### config.mk
export PLATFORM = sky130hd
export DESIGN_NAME = multicycle_ctrl_flat
export DESIGN_NICKNAME = d
export VERILOG_FILES = /design/src/rtl/multicycle_ctrl_if.sv /design/src/rtl/multicycle_ctrl.sv /design/src/flat_wrapper.sv
export SDC_FILE = /design/constraint.sdc
export NUM_CORES = 1
export LEC_CHECK = 0
export ABC_AREA = 1
export CAP_MARGIN = 20
export CORE_MARGIN = 2
export CORE_UTILIZATION = 40
export DETAILED_ROUTE_END_ITERATION = 16
export DONT_BUFFER_PORTS = 1
export GPL_TIMING_DRIVEN = 0
export PLACE_DENSITY = 0.53
export SLEW_MARGIN = 20
export SYNTH_ARGS = -nofsm -noshare
export SYNTH_HDL_FRONTEND = slang
export SYNTH_SLANG_ARGS = --single-unit
### constraint.sdc
create_clock -name clk_i -period 1.6 [get_ports clk_i]
set_input_delay 0.16 -clock clk_i [delete_from_list [all_inputs] [get_ports clk_i]]
set_output_delay 0.16 -clock clk_i [all_outputs]
set_load 0.02 [all_outputs]
### src/rtl/multicycle_ctrl_if.sv
// Handshake and datapath-control bundle between the multi-cycle sequencer and the core/memories.
interface multicycle_ctrl_if #(
    parameter int unsigned CNT_W = 32
);
    logic             start_i;
    logic [31:0]      instr_i;
    logic             imem_ready_i;
    logic             dmem_ready_i;
    logic             zero_i;
    logic             imem_req_o;
    logic             dmem_req_o;
    logic             dmem_we_o;
    logic             ir_write_o;
    logic             pc_write_o;
    logic             pc_branch_o;
    logic [1:0]       ALUOp;
    logic             ALUSrc;
    logic             RegWrite;
    logic             MemtoReg;
    logic             busy_o;
    logic             err_o;
    logic [CNT_W-1:0] instret_o;

    // Sequencer side: it issues the memory requests and drives the datapath controls
    modport master (
        input  start_i, instr_i, imem_ready_i, dmem_ready_i, zero_i,
        output imem_req_o, dmem_req_o, dmem_we_o, ir_write_o, pc_write_o, pc_branch_o,
               ALUOp, ALUSrc, RegWrite, MemtoReg, busy_o, err_o, instret_o
    );

    // Environment side: memories, datapath and the start source
    modport slave (
        output start_i, instr_i, imem_ready_i, dmem_ready_i, zero_i,
        input  imem_req_o, dmem_req_o, dmem_we_o, ir_write_o, pc_write_o, pc_branch_o,
               ALUOp, ALUSrc, RegWrite, MemtoReg, busy_o, err_o, instret_o
    );
endinterface

### src/rtl/multicycle_ctrl.sv
// Multi-cycle RV32 sequencer: FETCH/DECODE/EXEC/MEM/WB with memory timeout and retire counter.
module multicycle_ctrl #(
    parameter int unsigned CNT_W   = 32,
    parameter int unsigned TIMEOUT = 16
) (
    input  logic              clk_i,
    input  logic              rst_i,
    multicycle_ctrl_if.master bus
);
    localparam int unsigned WAIT_W = 8;
    localparam logic [WAIT_W-1:0] WAIT_LIMIT = WAIT_W'(TIMEOUT - 1);

    localparam logic [6:0] OP_IMM    = 7'b0010011;
    localparam logic [6:0] OP_REG    = 7'b0110011;
    localparam logic [6:0] OP_LOAD   = 7'b0000011;
    localparam logic [6:0] OP_STORE  = 7'b0100011;
    localparam logic [6:0] OP_BRANCH = 7'b1100011;

    typedef enum logic [2:0] {
        S_IDLE, S_FETCH, S_DECODE, S_EXEC, S_MEM, S_WB
    } state_t;

    state_t            state_q, state_d;
    logic [6:0]        opcode_q, opcode_d;
    logic [WAIT_W-1:0] wait_q, wait_d;
    logic [CNT_W-1:0]  instret_q, instret_d;
    logic              err_q, err_d;

    logic       imem_req, dmem_req, dmem_we, ir_write, pc_write, pc_branch;
    logic [1:0] alu_op;
    logic       alu_src, reg_write, mem_to_reg;

    logic       is_imm, is_reg, is_load, is_store, is_branch, op_legal;
    logic [1:0] alu_op_dec;
    logic       alu_src_dec;
    logic       unused_instr;

    // Only the opcode field of the fetched word matters to the sequencer
    assign unused_instr = ^bus.instr_i[31:7];

    // Opcode class and ALU control decode from the latched opcode
    always_comb begin
        is_imm      = (opcode_q == OP_IMM);
        is_reg      = (opcode_q == OP_REG);
        is_load     = (opcode_q == OP_LOAD);
        is_store    = (opcode_q == OP_STORE);
        is_branch   = (opcode_q == OP_BRANCH);
        op_legal    = is_imm | is_reg | is_load | is_store | is_branch;
        alu_op_dec  = is_reg ? 2'b01 : (is_branch ? 2'b10 : 2'b00);
        alu_src_dec = ~(is_reg | is_branch);
    end

    // State, opcode, wait counter, retire counter and sticky error registers
    always_ff @(posedge clk_i or negedge rst_i) begin
        if (!rst_i) begin
            state_q   <= S_IDLE;
            opcode_q  <= '0;
            wait_q    <= '0;
            instret_q <= '0;
            err_q     <= 1'b0;
        end else begin
            state_q   <= state_d;
            opcode_q  <= opcode_d;
            wait_q    <= wait_d;
            instret_q <= instret_d;
            err_q     <= err_d;
        end
    end

    // Next-state and Moore output decode; only ir/pc write follow imem ready directly
    always_comb begin
        state_d    = state_q;
        opcode_d   = opcode_q;
        wait_d     = wait_q;
        instret_d  = instret_q;
        err_d      = err_q;
        imem_req   = 1'b0;
        dmem_req   = 1'b0;
        dmem_we    = 1'b0;
        ir_write   = 1'b0;
        pc_write   = 1'b0;
        pc_branch  = 1'b0;
        alu_op     = 2'b00;
        alu_src    = 1'b0;
        reg_write  = 1'b0;
        mem_to_reg = 1'b0;
        case (state_q)
            S_IDLE: begin
                if (bus.start_i) state_d = S_FETCH;
            end
            S_FETCH: begin
                imem_req = 1'b1;
                if (bus.imem_ready_i) begin
                    ir_write = 1'b1;
                    pc_write = 1'b1;
                    opcode_d = bus.instr_i[6:0];
                    state_d  = S_DECODE;
                end else if (wait_q == WAIT_LIMIT) begin
                    err_d   = 1'b1;
                    state_d = S_IDLE;
                end else begin
                    wait_d = wait_q + WAIT_W'(1);
                end
            end
            S_DECODE: begin
                if (op_legal) begin
                    state_d = S_EXEC;
                end else begin
                    err_d   = 1'b1;
                    state_d = S_FETCH;
                end
            end
            S_EXEC: begin
                alu_op  = alu_op_dec;
                alu_src = alu_src_dec;
                if (is_branch) begin
                    pc_branch = bus.zero_i;
                    instret_d = instret_q + CNT_W'(1);
                    state_d   = S_FETCH;
                end else if (is_load || is_store) begin
                    state_d = S_MEM;
                end else begin
                    state_d = S_WB;
                end
            end
            S_MEM: begin
                alu_op   = alu_op_dec;
                alu_src  = alu_src_dec;
                dmem_req = 1'b1;
                dmem_we  = is_store;
                if (bus.dmem_ready_i) begin
                    if (is_store) begin
                        instret_d = instret_q + CNT_W'(1);
                        state_d   = S_FETCH;
                    end else begin
                        state_d = S_WB;
                    end
                end else if (wait_q == WAIT_LIMIT) begin
                    err_d   = 1'b1;
                    state_d = S_IDLE;
                end else begin
                    wait_d = wait_q + WAIT_W'(1);
                end
            end
            S_WB: begin
                alu_op     = alu_op_dec;
                alu_src    = alu_src_dec;
                reg_write  = 1'b1;
                mem_to_reg = is_load;
                instret_d  = instret_q + CNT_W'(1);
                state_d    = S_FETCH;
            end
            default: begin
                state_d = S_IDLE;
            end
        endcase
        // Every state change is an entry into a fresh wait window
        if (state_d != state_q) wait_d = '0;
    end

    // Drive the interface
    assign bus.imem_req_o  = imem_req;
    assign bus.dmem_req_o  = dmem_req;
    assign bus.dmem_we_o   = dmem_we;
    assign bus.ir_write_o  = ir_write;
    assign bus.pc_write_o  = pc_write;
    assign bus.pc_branch_o = pc_branch;
    assign bus.ALUOp       = alu_op;
    assign bus.ALUSrc      = alu_src;
    assign bus.RegWrite    = reg_write;
    assign bus.MemtoReg    = mem_to_reg;
    assign bus.busy_o      = (state_q != S_IDLE);
    assign bus.err_o       = err_q;
    assign bus.instret_o   = instret_q;
endmodule

### src/flat_wrapper.sv
// flat-port wrapper written by rule: the top's interface ports become plain ports
module multicycle_ctrl_flat 
#(
    parameter int unsigned CNT_W   = 32,
    parameter int unsigned TIMEOUT = 16
)
  (clk_i, rst_i, bus_start_i, bus_instr_i, bus_imem_ready_i, bus_dmem_ready_i, bus_zero_i, bus_imem_req_o, bus_dmem_req_o, bus_dmem_we_o, bus_ir_write_o, bus_pc_write_o, bus_pc_branch_o, bus_ALUOp, bus_ALUSrc, bus_RegWrite, bus_MemtoReg, bus_busy_o, bus_err_o, bus_instret_o);
  multicycle_ctrl_if #(.CNT_W(CNT_W)) bus_i ();
  input  logic clk_i;
  input  logic rst_i;
  input wire logic [$bits(bus_i.start_i)-1:0] bus_start_i;
  input wire logic [$bits(bus_i.instr_i)-1:0] bus_instr_i;
  input wire logic [$bits(bus_i.imem_ready_i)-1:0] bus_imem_ready_i;
  input wire logic [$bits(bus_i.dmem_ready_i)-1:0] bus_dmem_ready_i;
  input wire logic [$bits(bus_i.zero_i)-1:0] bus_zero_i;
  output wire logic [$bits(bus_i.imem_req_o)-1:0] bus_imem_req_o;
  output wire logic [$bits(bus_i.dmem_req_o)-1:0] bus_dmem_req_o;
  output wire logic [$bits(bus_i.dmem_we_o)-1:0] bus_dmem_we_o;
  output wire logic [$bits(bus_i.ir_write_o)-1:0] bus_ir_write_o;
  output wire logic [$bits(bus_i.pc_write_o)-1:0] bus_pc_write_o;
  output wire logic [$bits(bus_i.pc_branch_o)-1:0] bus_pc_branch_o;
  output wire logic [$bits(bus_i.ALUOp)-1:0] bus_ALUOp;
  output wire logic [$bits(bus_i.ALUSrc)-1:0] bus_ALUSrc;
  output wire logic [$bits(bus_i.RegWrite)-1:0] bus_RegWrite;
  output wire logic [$bits(bus_i.MemtoReg)-1:0] bus_MemtoReg;
  output wire logic [$bits(bus_i.busy_o)-1:0] bus_busy_o;
  output wire logic [$bits(bus_i.err_o)-1:0] bus_err_o;
  output wire logic [$bits(bus_i.instret_o)-1:0] bus_instret_o;
  assign bus_i.start_i = bus_start_i;
  assign bus_i.instr_i = bus_instr_i;
  assign bus_i.imem_ready_i = bus_imem_ready_i;
  assign bus_i.dmem_ready_i = bus_dmem_ready_i;
  assign bus_i.zero_i = bus_zero_i;
  assign bus_imem_req_o = bus_i.imem_req_o;
  assign bus_dmem_req_o = bus_i.dmem_req_o;
  assign bus_dmem_we_o = bus_i.dmem_we_o;
  assign bus_ir_write_o = bus_i.ir_write_o;
  assign bus_pc_write_o = bus_i.pc_write_o;
  assign bus_pc_branch_o = bus_i.pc_branch_o;
  assign bus_ALUOp = bus_i.ALUOp;
  assign bus_ALUSrc = bus_i.ALUSrc;
  assign bus_RegWrite = bus_i.RegWrite;
  assign bus_MemtoReg = bus_i.MemtoReg;
  assign bus_busy_o = bus_i.busy_o;
  assign bus_err_o = bus_i.err_o;
  assign bus_instret_o = bus_i.instret_o;
  multicycle_ctrl #(.CNT_W(CNT_W), .TIMEOUT(TIMEOUT)) u_core (.clk_i(clk_i), .rst_i(rst_i), .bus(bus_i));
endmodule
==> results.yml, run 1 <==
clock_tree:
  h-tree-depth: 2
  cts_buffers: 5
  clock_path_buffers: 2
  clock_latency_ps: 310
  cts_sinks: 51
  path_clk_slew_ps: 90
  root_buffer: "clkbuf_8"
  cts_tree: "built"
route:
  wl_met2_um: 3860
  top_layer_used: "met4"
  via_count: 2860
  wl_met1_um: 4050
  antenna_left: 0
  wl_per_cell_um: 14.6
  drt_first_pass_iters: 4
  drtIter0Drc: 105
  drcViolationCount: 0
  vias_per_cell: 4.95
  wl_met3_um: 418
  wl_um: 8410
finish:
  finalNetCount: 515
  fin_cells: 578
  fin_area_um2: 4090
  drive_above_1_share_pct: 34.5
  fillCellCount: 720
  antenna_cells: 0
  area_growth_pct: 32.6
hold_path:
  hp-class: "input port to flip-flop"
  hold_depth: 2
  min-delay-start: "bus_imem_ready_i"
  whs_endpoint: "u_core.state_q[1]$_DFF_PN0_"
logic_synthesis:
  avgSynthCellArea_um2: 7.05
  syn_area_um2: 3090
  synth_top_cell_area_share_pct: 41.3
  synth.most_common_cell: "nand2_1"
  synth_seq_cells: 51
  synth-edff-count: 0
  syn-instance-count: 438
  yosys.area.top_type: "dfrtp_1"
  yosysUniqueCellTypes: 30
  ys.flop_type: "dfrtp_1"
  yosys-top-cells-count: "nand2_1, nor2_1, dfrtp_1"
  ys_async_sr_fraction_pct: 100
  synth_nets: 478
  yosysWarnings: 0
  synth.area.top_cells: "dfrtp_1, nand2_1, nor2_1"
  synth.yosys.seq_area_share_pct: 41.3
worst_setup_path:
  cp.arrival_ps: 1550
  r2r_slack_ps: -20
  end_kind: "primary output"
  cpMostUsedCell: "inv_2"
  critPathMaxStageDelay_ps: 490
  critPathRequiredTime_ps: 1440
  cp-startpoint: "u_core.state_q[2]$_DFF_PN0_"
  cp-start-kind: "flip-flop"
  crit_chain: "nor3_4, inv_2, o21ai_4, inv_2, nor4_4"
  path_class: "flip-flop to primary output"
  slowest_stage: "dfrtp_2"
  reg2reg_to: "u_core.bus.instret_o[14]$_DFFE_PN0P_"
  cp_max_fo: 7
  r2r-start: "u_core.opcode_q[3]$_DFFE_PN0P_"
  r2r_cells: 10
timing:
  skew_ps: 13.0
  fin_ws_ps: -112
  slew_viol_final: 0
  tightest_slew_ps: 380
  slew_headroom_pct: 74.5
  final-setup-viol-count: 7
  fin_crit_ps: 1710
  rsz0062_at_grt: "true"
  finalHoldViolations: 0
  max_freq_mhz: 584
  final.period_utilization_pct: 107
floorplanning:
  dieHeight_um: 91.8
  start_util_pct: 40.6
  dieArea_um2: 8440
  std_cell_rows: 32
  ioPinCount: 83
  fp.coreArea_um2: 7610
  chipWidth_um: 91.8
global_route:
  gr-usage-all-layers_pct: 19.7
  grt_pass1_wl_um: 13500
  grt_pass1_vias: 2770
  antenna_found_initial: 0
  grt.overflow.total: 0
  grt_max_degree: 52
pwr:
  swShare_pct: 47.6
  leakagePower_uw: 0.00178
  power.density_nw_per_um2: 1390
  switching_power_uw: 2710
  combPwrFrac_pct: 48.5
  seq_power_share_pct: 37.9
  p_int_uw: 2980
  p_total_uw: 5680
  pwr-share-clk_pct: 13.6
  vdd_drop_max_mv: 0.991
placement:
  place_area_um2: 3220
  dp_cells: 540
  port_buffers: 0
  post-dp-hpwl_um: 5790
  place_congestion: 0.908
status:
  status: "complete, but fails checks"
  violations: "negative setup slack"
job:
  drv_cap: 0
-- layout make-up --
type | count | area [um2] | area share, %
sequential | 51 | 1320 | 32.1
inverter | 46 | 188 | 4.59
multi-input combinational | 335 | 2000 | 48.9
buffer | 7 | 82.6 | 2.02
tap | 102 | 128 | 3.12
clock buffer | 5 | 68.8 | 1.68
timing repair buffer | 29 | 290 | 7.09
clock inverter | 3 | 18.8 | 0.459
-- sequential cells by signal, summed over array words and instances, names as in the netlist --
name and cells:
u_core.bus.instret_o 32, u_core.state_q 3, u_core.wait_q 8, u_core.bus.err_o 1, u_core.opcode_q 7
-- cell usage in the layout (no fill, tap or decap), types with 6 or more instances in the layout --
| master | Yosys | layout |
|---|---|---|
| xnor2_1 | 8 | 7 |
| nor2_2 | 1 | 18 |
| o21ai_0 | 6 | 6 |
| inv_2 | 3 | 13 |
| nand4_1 | 9 | 9 |
| nor2_1 | 63 | 38 |
| dfrtp_1 | 51 | 20 |
| nand2_2 | 0 | 15 |
| nand2_1 | 160 | 141 |
| nand3_1 | 16 | 10 |
| buf_4 | 1 | 16 |
| dfrtp_2 | 0 | 31 |
| xor2_1 | 22 | 22 |
| nor2_4 | 1 | 9 |
| inv_1 | 43 | 28 |
| buf_6 | 1 | 8 |
| o21ai_1 | 9 | 8 |
| dlygate4sd3_1 | 0 | 8 |
| nor3_2 | 0 | 10 |
| nor3_4 | 1 | 6 |
-- cell families (layout without fill, tap and decap cells) --
kind of cell | Yosys count | after routing | synth area share (%)
AOI/OAI and AO/OA | 22 | 22 | 3.93
xor gates and xnor gates | 30 | 30 | 8.51
adders and majority gates | 2 | 2 | 0.811
buffers and inverters | 53 | 90 | 6.97
DFF | 51 | 51 | 41.3
and+or+nand+nor | 280 | 281 | 38.4
-- critical path, delay by kind of cell (launching register included) --
kind	cells	cell delay, ps
buffers and inverters	2	160
AND/OR/NAND/NOR	2	510
flip-flops	1	490
AO/OA/AOI/OAI	1	80
-- metal layers --
metal | vias up | track usage, %
li1 | 1450 | -
met1 | 1329 | 27.6
met2 | 72 | 31.4
met3 | 9 | 4.44
met4 | 0 | 3.98
met5 | - | 0
-- worst max-delay path by stage --
stage,endpoint,slack [ps],cells after the start
floorplan,u_core.bus.instret_o[20]$_DFFE_PN0P_,40,8
global placement,u_core.bus.instret_o[20]$_DFFE_PN0P_,-300,8
detailed placement,u_core.bus.instret_o[20]$_DFFE_PN0P_,-270,8
CTS,bus_ALUOp[0],-150,5
global route,bus_ALUOp[0],-180,5
finish,bus_ALUOp[0],-110,5
-- power by group through the flow --
stage	Sequential, uW	Clock (uW)	Combinational [uW]
3_3_place_gp	2050	0	1660
6_report	2150	772	2760
5_1_grt	2200	844	3030
2_1_floorplan	1950	0	1360
3_5_place_dp	2060	0	1680
4_1_cts	2070	793	2070
-- what timing repair did --
| item | 4_1_cts | 5_1_grt |
|---|---|---|
| pin swaps | 5 | 12 |
| cloned | 0 | 2 |
| buffers inserted | 7 | 12 |
| hold buffers | 9 | 0 |
| gates resized for setup | 67 | 98 |
| hold endpoints to repair | 58 | 0 |
| setup endpoints to repair | 49 | 45 |
-- per-stage QoR --
step                hold slack [ps]  util (%)  setup slack [ps]  TNS, ps
floorplan                      -136         -              43.1        0
global placement               -134      42.4              -296    -5380
detailed placement             -134      42.4              -271    -5980
CTS                            62.1      47.8              -147     -612
global route                   35.6      53.8              -181    -3750
finish                         28.3      53.8              -112     -356
Note: power is estimated with default switching activity, not from simulation.
==> inputs of run 2 (changes only) <==
--- a/config.mk
+++ b/config.mk
@@ -7,7 +7,6 @@
 export LEC_CHECK = 0
 export ABC_AREA = 1
 export CAP_MARGIN = 20
-export CORE_MARGIN = 2
 export CORE_UTILIZATION = 40
 export DETAILED_ROUTE_END_ITERATION = 16
 export DONT_BUFFER_PORTS = 1
==> run 2 against run 1 <==
  * The run still ends with negative setup slack left
  * Power down 5.4%
  * Sequential power down 2%
  * Core utilization down 0.52 points
  * Count of clock-buffer cells in the layout up 1
  * Die area down 4.3%
  * Global-route usage up 0.75 points
  * Largest cell class unchanged
  * Fmax up 2.5%
  * Highest routed layer unchanged
  * First-iteration DRC count up 43%
  * Flip-flop and latch count unchanged
  * Combinational power down 9.1%
==> results.yml, run 2 (synthesis gave the netlist of run 1 again) <==
floorplanning:
  chipWidth_um: 89.8
  ioPinCount: 83
  start_util_pct: 41.9
  std_cell_rows: 31
  dieArea_um2: 8070
  dieHeight_um: 89.8
  fp.coreArea_um2: 7370
finish:
  antenna_cells: 0
  layout_common_cells: "nand2_1, nor2_1, inv_1"
  fin_area_um2: 3930
  mostFrequentLayoutCell: "nand2_1"
  area_growth_pct: 27.2
  largest_reg_flops: 32
  fillCellCount: 710
  drive_above_1_share_pct: 29.0
  finalNetCount: 513
  register_area_um2: 1310
  multiInputGateArea_um2: 1890
job:
  drv_cap: 0
pwr:
  vdd_drop_max_mv: 0.729
  power.density_nw_per_um2: 1370
  pwr-share-clk_pct: 14.2
  swShare_pct: 46.6
  seq_power_share_pct: 39.0
  switching_power_uw: 2510
  p_total_uw: 5370
  combPwrFrac_pct: 46.8
  p_int_uw: 2870
  leakagePower_uw: 0.00171
timing:
  slew_headroom_pct: 74.0
  finalHoldViolations: 0
  whs_ps: 47.0
  final.period_utilization_pct: 104
  rsz0062_at_grt: "true"
  fin_crit_ps: 1670
  skew_ps: 12.8
  slew_viol_final: 0
  fin_ws_ps: -70.2
  max_freq_mhz: 599
  tightest_slew_ps: 387
  final-setup-viol-count: 25
hold_path:
  hp-class: "input port to flip-flop"
clock_tree:
  root_buffer: "clkbuf_8"
  clock_path_buffers: 2
  cts_sinks: 51
  cts_tree: "built"
  h-tree-depth: 2
  path_clk_slew_ps: 80
  cts_buffers: 5
  clock_latency_ps: 300
placement:
  post-dp-hpwl_um: 5780
  place_congestion: 0.893
  port_buffers: 0
  place_area_um2: 3220
worst_setup_path:
  end_kind: "primary output"
  cp-start-kind: "flip-flop"
  cp_max_fo: 7
  cp.arrival_ps: 1510
  path_class: "flip-flop to primary output"
  critPathRequiredTime_ps: 1440
  r2r_slack_ps: -20
global_route:
  grt_pass1_wl_um: 13200
  grt.overflow.total: 0
  gr-usage-all-layers_pct: 20.4
  antenna_found_initial: 0
  grt_pass1_vias: 2613
  grt_max_degree: 52
route:
  drcViolationCount: 0
  drtIter0Drc: 150
  vias_per_cell: 4.95
  wl_per_cell_um: 14.1
  antenna_left: 0
  wl_um: 8060
  via_count: 2830
  drt_first_pass_iters: 4
status:
  status: "complete, but fails checks"
  violations: "negative setup slack"
## run 2: layer usage
metal  vias to the layer above  global-route usage, %  part of all wire (%)
li1                       1444                      -                     -
met1                      1314                   29.3                    49
met2                        66                   31.4                    44
met3                         6                   4.74                   5.9
met4                         0                   4.37                  0.84
met5                         -                      0                     0
## run 2: worst paths after layout
check	startpoint	end	depth (start not counted)
hold reg to reg	u_core.opcode_q[1]$_DFFE_PN0P_	u_core.opcode_q[1]$_DFFE_PN0P_	2
setup / recovery	u_core.state_q[2]$_DFF_PN0_	bus_ALUOp[0]	5
setup reg to reg	u_core.state_q[1]$_DFF_PN0_	u_core.bus.instret_o[24]$_DFFE_PN0P_	9
min in group asynchronous	rst_i	u_core.bus.instret_o[4]$_DFFE_PN0P_	2
max in group asynchronous	rst_i	u_core.state_q[1]$_DFF_PN0_	2
hold / removal	bus_imem_ready_i	u_core.state_q[1]$_DFF_PN0_	2
## run 2: timing repair
item,in CTS,in global routing
pin swaps,11,7
hold buffers,9,0
gates resized for setup,82,43
setup endpoints to repair,43,48
buffers inserted,8,10
gates cloned,1,0
endpoints found under the hold margin,58,0
## run 2: layout make-up
| type | count | share of cell area (%) |
|---|---|---|
| multi-input cells | 334 | 48.0 |
| flip-flops and latches | 51 | 33.5 |
| repair buffers | 28 | 6.50 |
| inverters | 46 | 4.59 |
| well taps | 99 | 3.15 |
| clock buffers | 6 | 2.10 |
| plain buffers | 7 | 2.04 |
| clock inverters | 1 | 0.127 |
## run 2: per-stage QoR
stage	util (%)	TNS (ps)	setup WS, ps	instances
floorplan	-	0	43.1	438
global placement	43.7	-5580	-310	537
detailed placement	43.7	-6240	-290	537
CTS	50.4	-372	-140	562
global route	53.3	-3720	-138	572
finish	53.3	-304	-70.2	572
## run 2: worst max-delay path: stages (launching register included)
cell and delay (ps):
dfrtp_2 480, nor3_4 230, inv_2 60, o21ai_4 70, inv_2 80, nor4_4 290
## run 2: power by group through the flow
| stage | Sequential, uW | Combinational [uW] | Clock, uW |
|---|---|---|---|
| after floorplan | 1950 | 1360 | 0 |
| after global placement | 2030 | 1680 | 0 |
| after detailed placement | 2040 | 1700 | 0 |
| after CTS | 2080 | 2260 | 787 |
| after global routing | 2140 | 2760 | 845 |
| final | 2100 | 2510 | 762 |
==> inputs of run 3 (changes only) <==
--- a/config.mk
+++ b/config.mk
@@ -11,7 +11,7 @@
 export DETAILED_ROUTE_END_ITERATION = 16
 export DONT_BUFFER_PORTS = 1
 export GPL_TIMING_DRIVEN = 0
-export PLACE_DENSITY = 0.53
+export PLACE_DENSITY = 0.55
 export SLEW_MARGIN = 20
 export SYNTH_ARGS = -nofsm -noshare
 export SYNTH_HDL_FRONTEND = slang
==> run 3 against run 2 <==
  * The run still ends with negative setup slack left
  * Power increased by 11%
  * Sequential power about the same
  * Register-to-register slack got worse by 50 ps
  * Final cell count increased by 0.52%
  * Clock power grew 18%
  * Die area unchanged
  * First-iteration DRC count up 38%
  * Critical path depth unchanged
  * Combinational power increased by 19%
  * Flip-flop and latch count unchanged
  * Global-route usage grew 0.46 points
==> results.yml, run 3 (synthesis gave the netlist of run 1 again) <==
status:
  status: "complete, but fails checks"
  violations: "negative setup slack"
timing:
  fin_ws_ps: -88.8
  max_freq_mhz: 592
  slew_headroom_pct: 74.5
  rsz0062_at_grt: "true"
  slew_viol_final: 0
  finalHoldViolations: 0
  final.period_utilization_pct: 106
  fin_crit_ps: 1690
  tightest_slew_ps: 380
  skew_ps: 12.5
  final-setup-viol-count: 30
worst_setup_path:
  critPathRequiredTime_ps: 1440
  cp.arrival_ps: 1530
  cp-start-kind: "flip-flop"
  end_kind: "primary output"
  cp_max_fo: 4
  path_class: "flip-flop to primary output"
route:
  wl_um: 8500
  wl_met1_um: 4050
  top_layer_used: "met4"
  wl_per_cell_um: 14.8
  antenna_left: 0
  vias_per_cell: 5.03
  wl_met3_um: 452
  drt_first_pass_iters: 4
  drcViolationCount: 0
  wl_met2_um: 3850
  via_count: 2893
  drtIter0Drc: 207
placement:
  place_area_um2: 3220
  dp_cells: 537
  post-dp-hpwl_um: 5700
  port_buffers: 0
  place_congestion: 0.878
finish:
  fin_area_um2: 4130
  finalNetCount: 516
  mostFrequentLayoutCell: "nand2_1"
  drive_above_1_share_pct: 35.3
  layout_common_cells: "nand2_1, inv_1, nor2_1"
  antenna_cells: 0
  fin_cells: 575
  area_growth_pct: 33.8
  largest_reg_flops: 32
floorplanning:
  fp.coreArea_um2: 7370
  dieHeight_um: 89.8
  ioPinCount: 83
  start_util_pct: 41.9
  chipWidth_um: 89.8
  dieArea_um2: 8070
  std_cell_rows: 31
clock_tree:
  root_buffer: "clkbuf_8"
  clock_path_buffers: 2
  cts_buffers: 5
  path_clk_slew_ps: 90
  cts_sinks: 51
  clock_latency_ps: 310
  h-tree-depth: 2
  cts_tree: "built"
global_route:
  antenna_found_initial: 0
  grt_pass1_vias: 2671
  grt_max_degree: 52
  grt.overflow.total: 0
  grt_pass1_wl_um: 13600
  gr-usage-all-layers_pct: 20.9
job:
  drv_cap: 0
pwr:
  p_total_uw: 5980
  leakagePower_uw: 0.00180
  vdd_drop_max_mv: 0.725
  power.density_nw_per_um2: 1450
hold_path:
  hp-class: "input port to flip-flop"
==> run 3: cell count changes in the layout (fill, tap and decap cells not counted), moves of 3 or more <==
cell / previous run / this run
inv_1: 31 / 34
nand2_4: 1 / 5
nor2_2: 13 / 24
nor2_1: 45 / 33
nand2_2: 8 / 18
o21ai_2: 0 / 3
buf_8: 1 / 4
nand2_1: 151 / 137
inv_2: 13 / 9
nor3_2: 11 / 8
o21ai_1: 9 / 6
==> run 3: path summary, 6_finish.rpt <==
kind	from	endpoint	slack, ps	cells after the start
worst max-delay path	u_core.opcode_q[2]$_DFFE_PN0P_	bus_ALUOp[0]	-90	5
worst max register to register	u_core.opcode_q[2]$_DFFE_PN0P_	u_core.bus.instret_o[25]$_DFFE_PN0P_	-70	10
min in group asynchronous	rst_i	u_core.wait_q[4]$_DFFE_PN0P_	350	2
worst min-delay path	bus_instr_i[4]	u_core.opcode_q[4]$_DFFE_PN0P_	5	2
max in group asynchronous	rst_i	u_core.state_q[2]$_DFF_PN0_	970	2
worst min register to register	u_core.opcode_q[1]$_DFFE_PN0P_	u_core.opcode_q[1]$_DFFE_PN0P_	500	2
==> run 3: area by class of cell <==
class / count / area [um2]
sequential: 51 / 1310
clock inverter: 2 / 37.5
multi-input combinational: 334 / 2000
inverter: 46 / 183
tap: 99 / 124
buffer: 7 / 93.8
timing repair buffer: 31 / 313
clock buffer: 5 / 68.8
fill: 700 / 3240
==> run 3: power by group <==
| group | internal (uW) | switching, uW | total, uW |
|---|---|---|---|
| sequential | 1580 | 517 | 2100 |
| clock | 458 | 443 | 901 |
| combinational | 1200 | 1780 | 2980 |
| total | 3240 | 2740 | 5980 |
==> run 3: critical path, cell delays in order (launching register included) <==
cell	delay [ps]
dfrtp_1	410
inv_2	70
nand2_2	60
nor2_4	170
nand2_2	130
nor4_4	380
==> run 3: per-layer routing <==
layer	global-route usage (%)	vias to the layer above
li1	-	1445
met1	30.3	1360
met2	31.7	74
met3	4.48	14
met4	4.92	0
met5	0	-
==> run 3: repair_timing <==
action / in CTS / in global routing
pin swaps: 5 / 17
endpoints found under the hold margin: 57 / 0
cloned: 0 / 2
endpoints found under the setup margin: 51 / 48
hold buffers: 8 / 0
gates resized for setup: 61 / 103
buffers inserted: 10 / 11
==> run 3: through the flow <==
step	worst slack (ps)	setup TNS, ps	hold slack [ps]	util [%]
final	-88.8	-1020	5.29	56.1
after detailed placement	-287	-6000	-134	43.7
after global routing	-159	-4350	14.9	56.1
after global placement	-301	-5150	-135	43.7
after CTS	-129	-702	3.74	49.7
after floorplan	43.1	0	-136	-
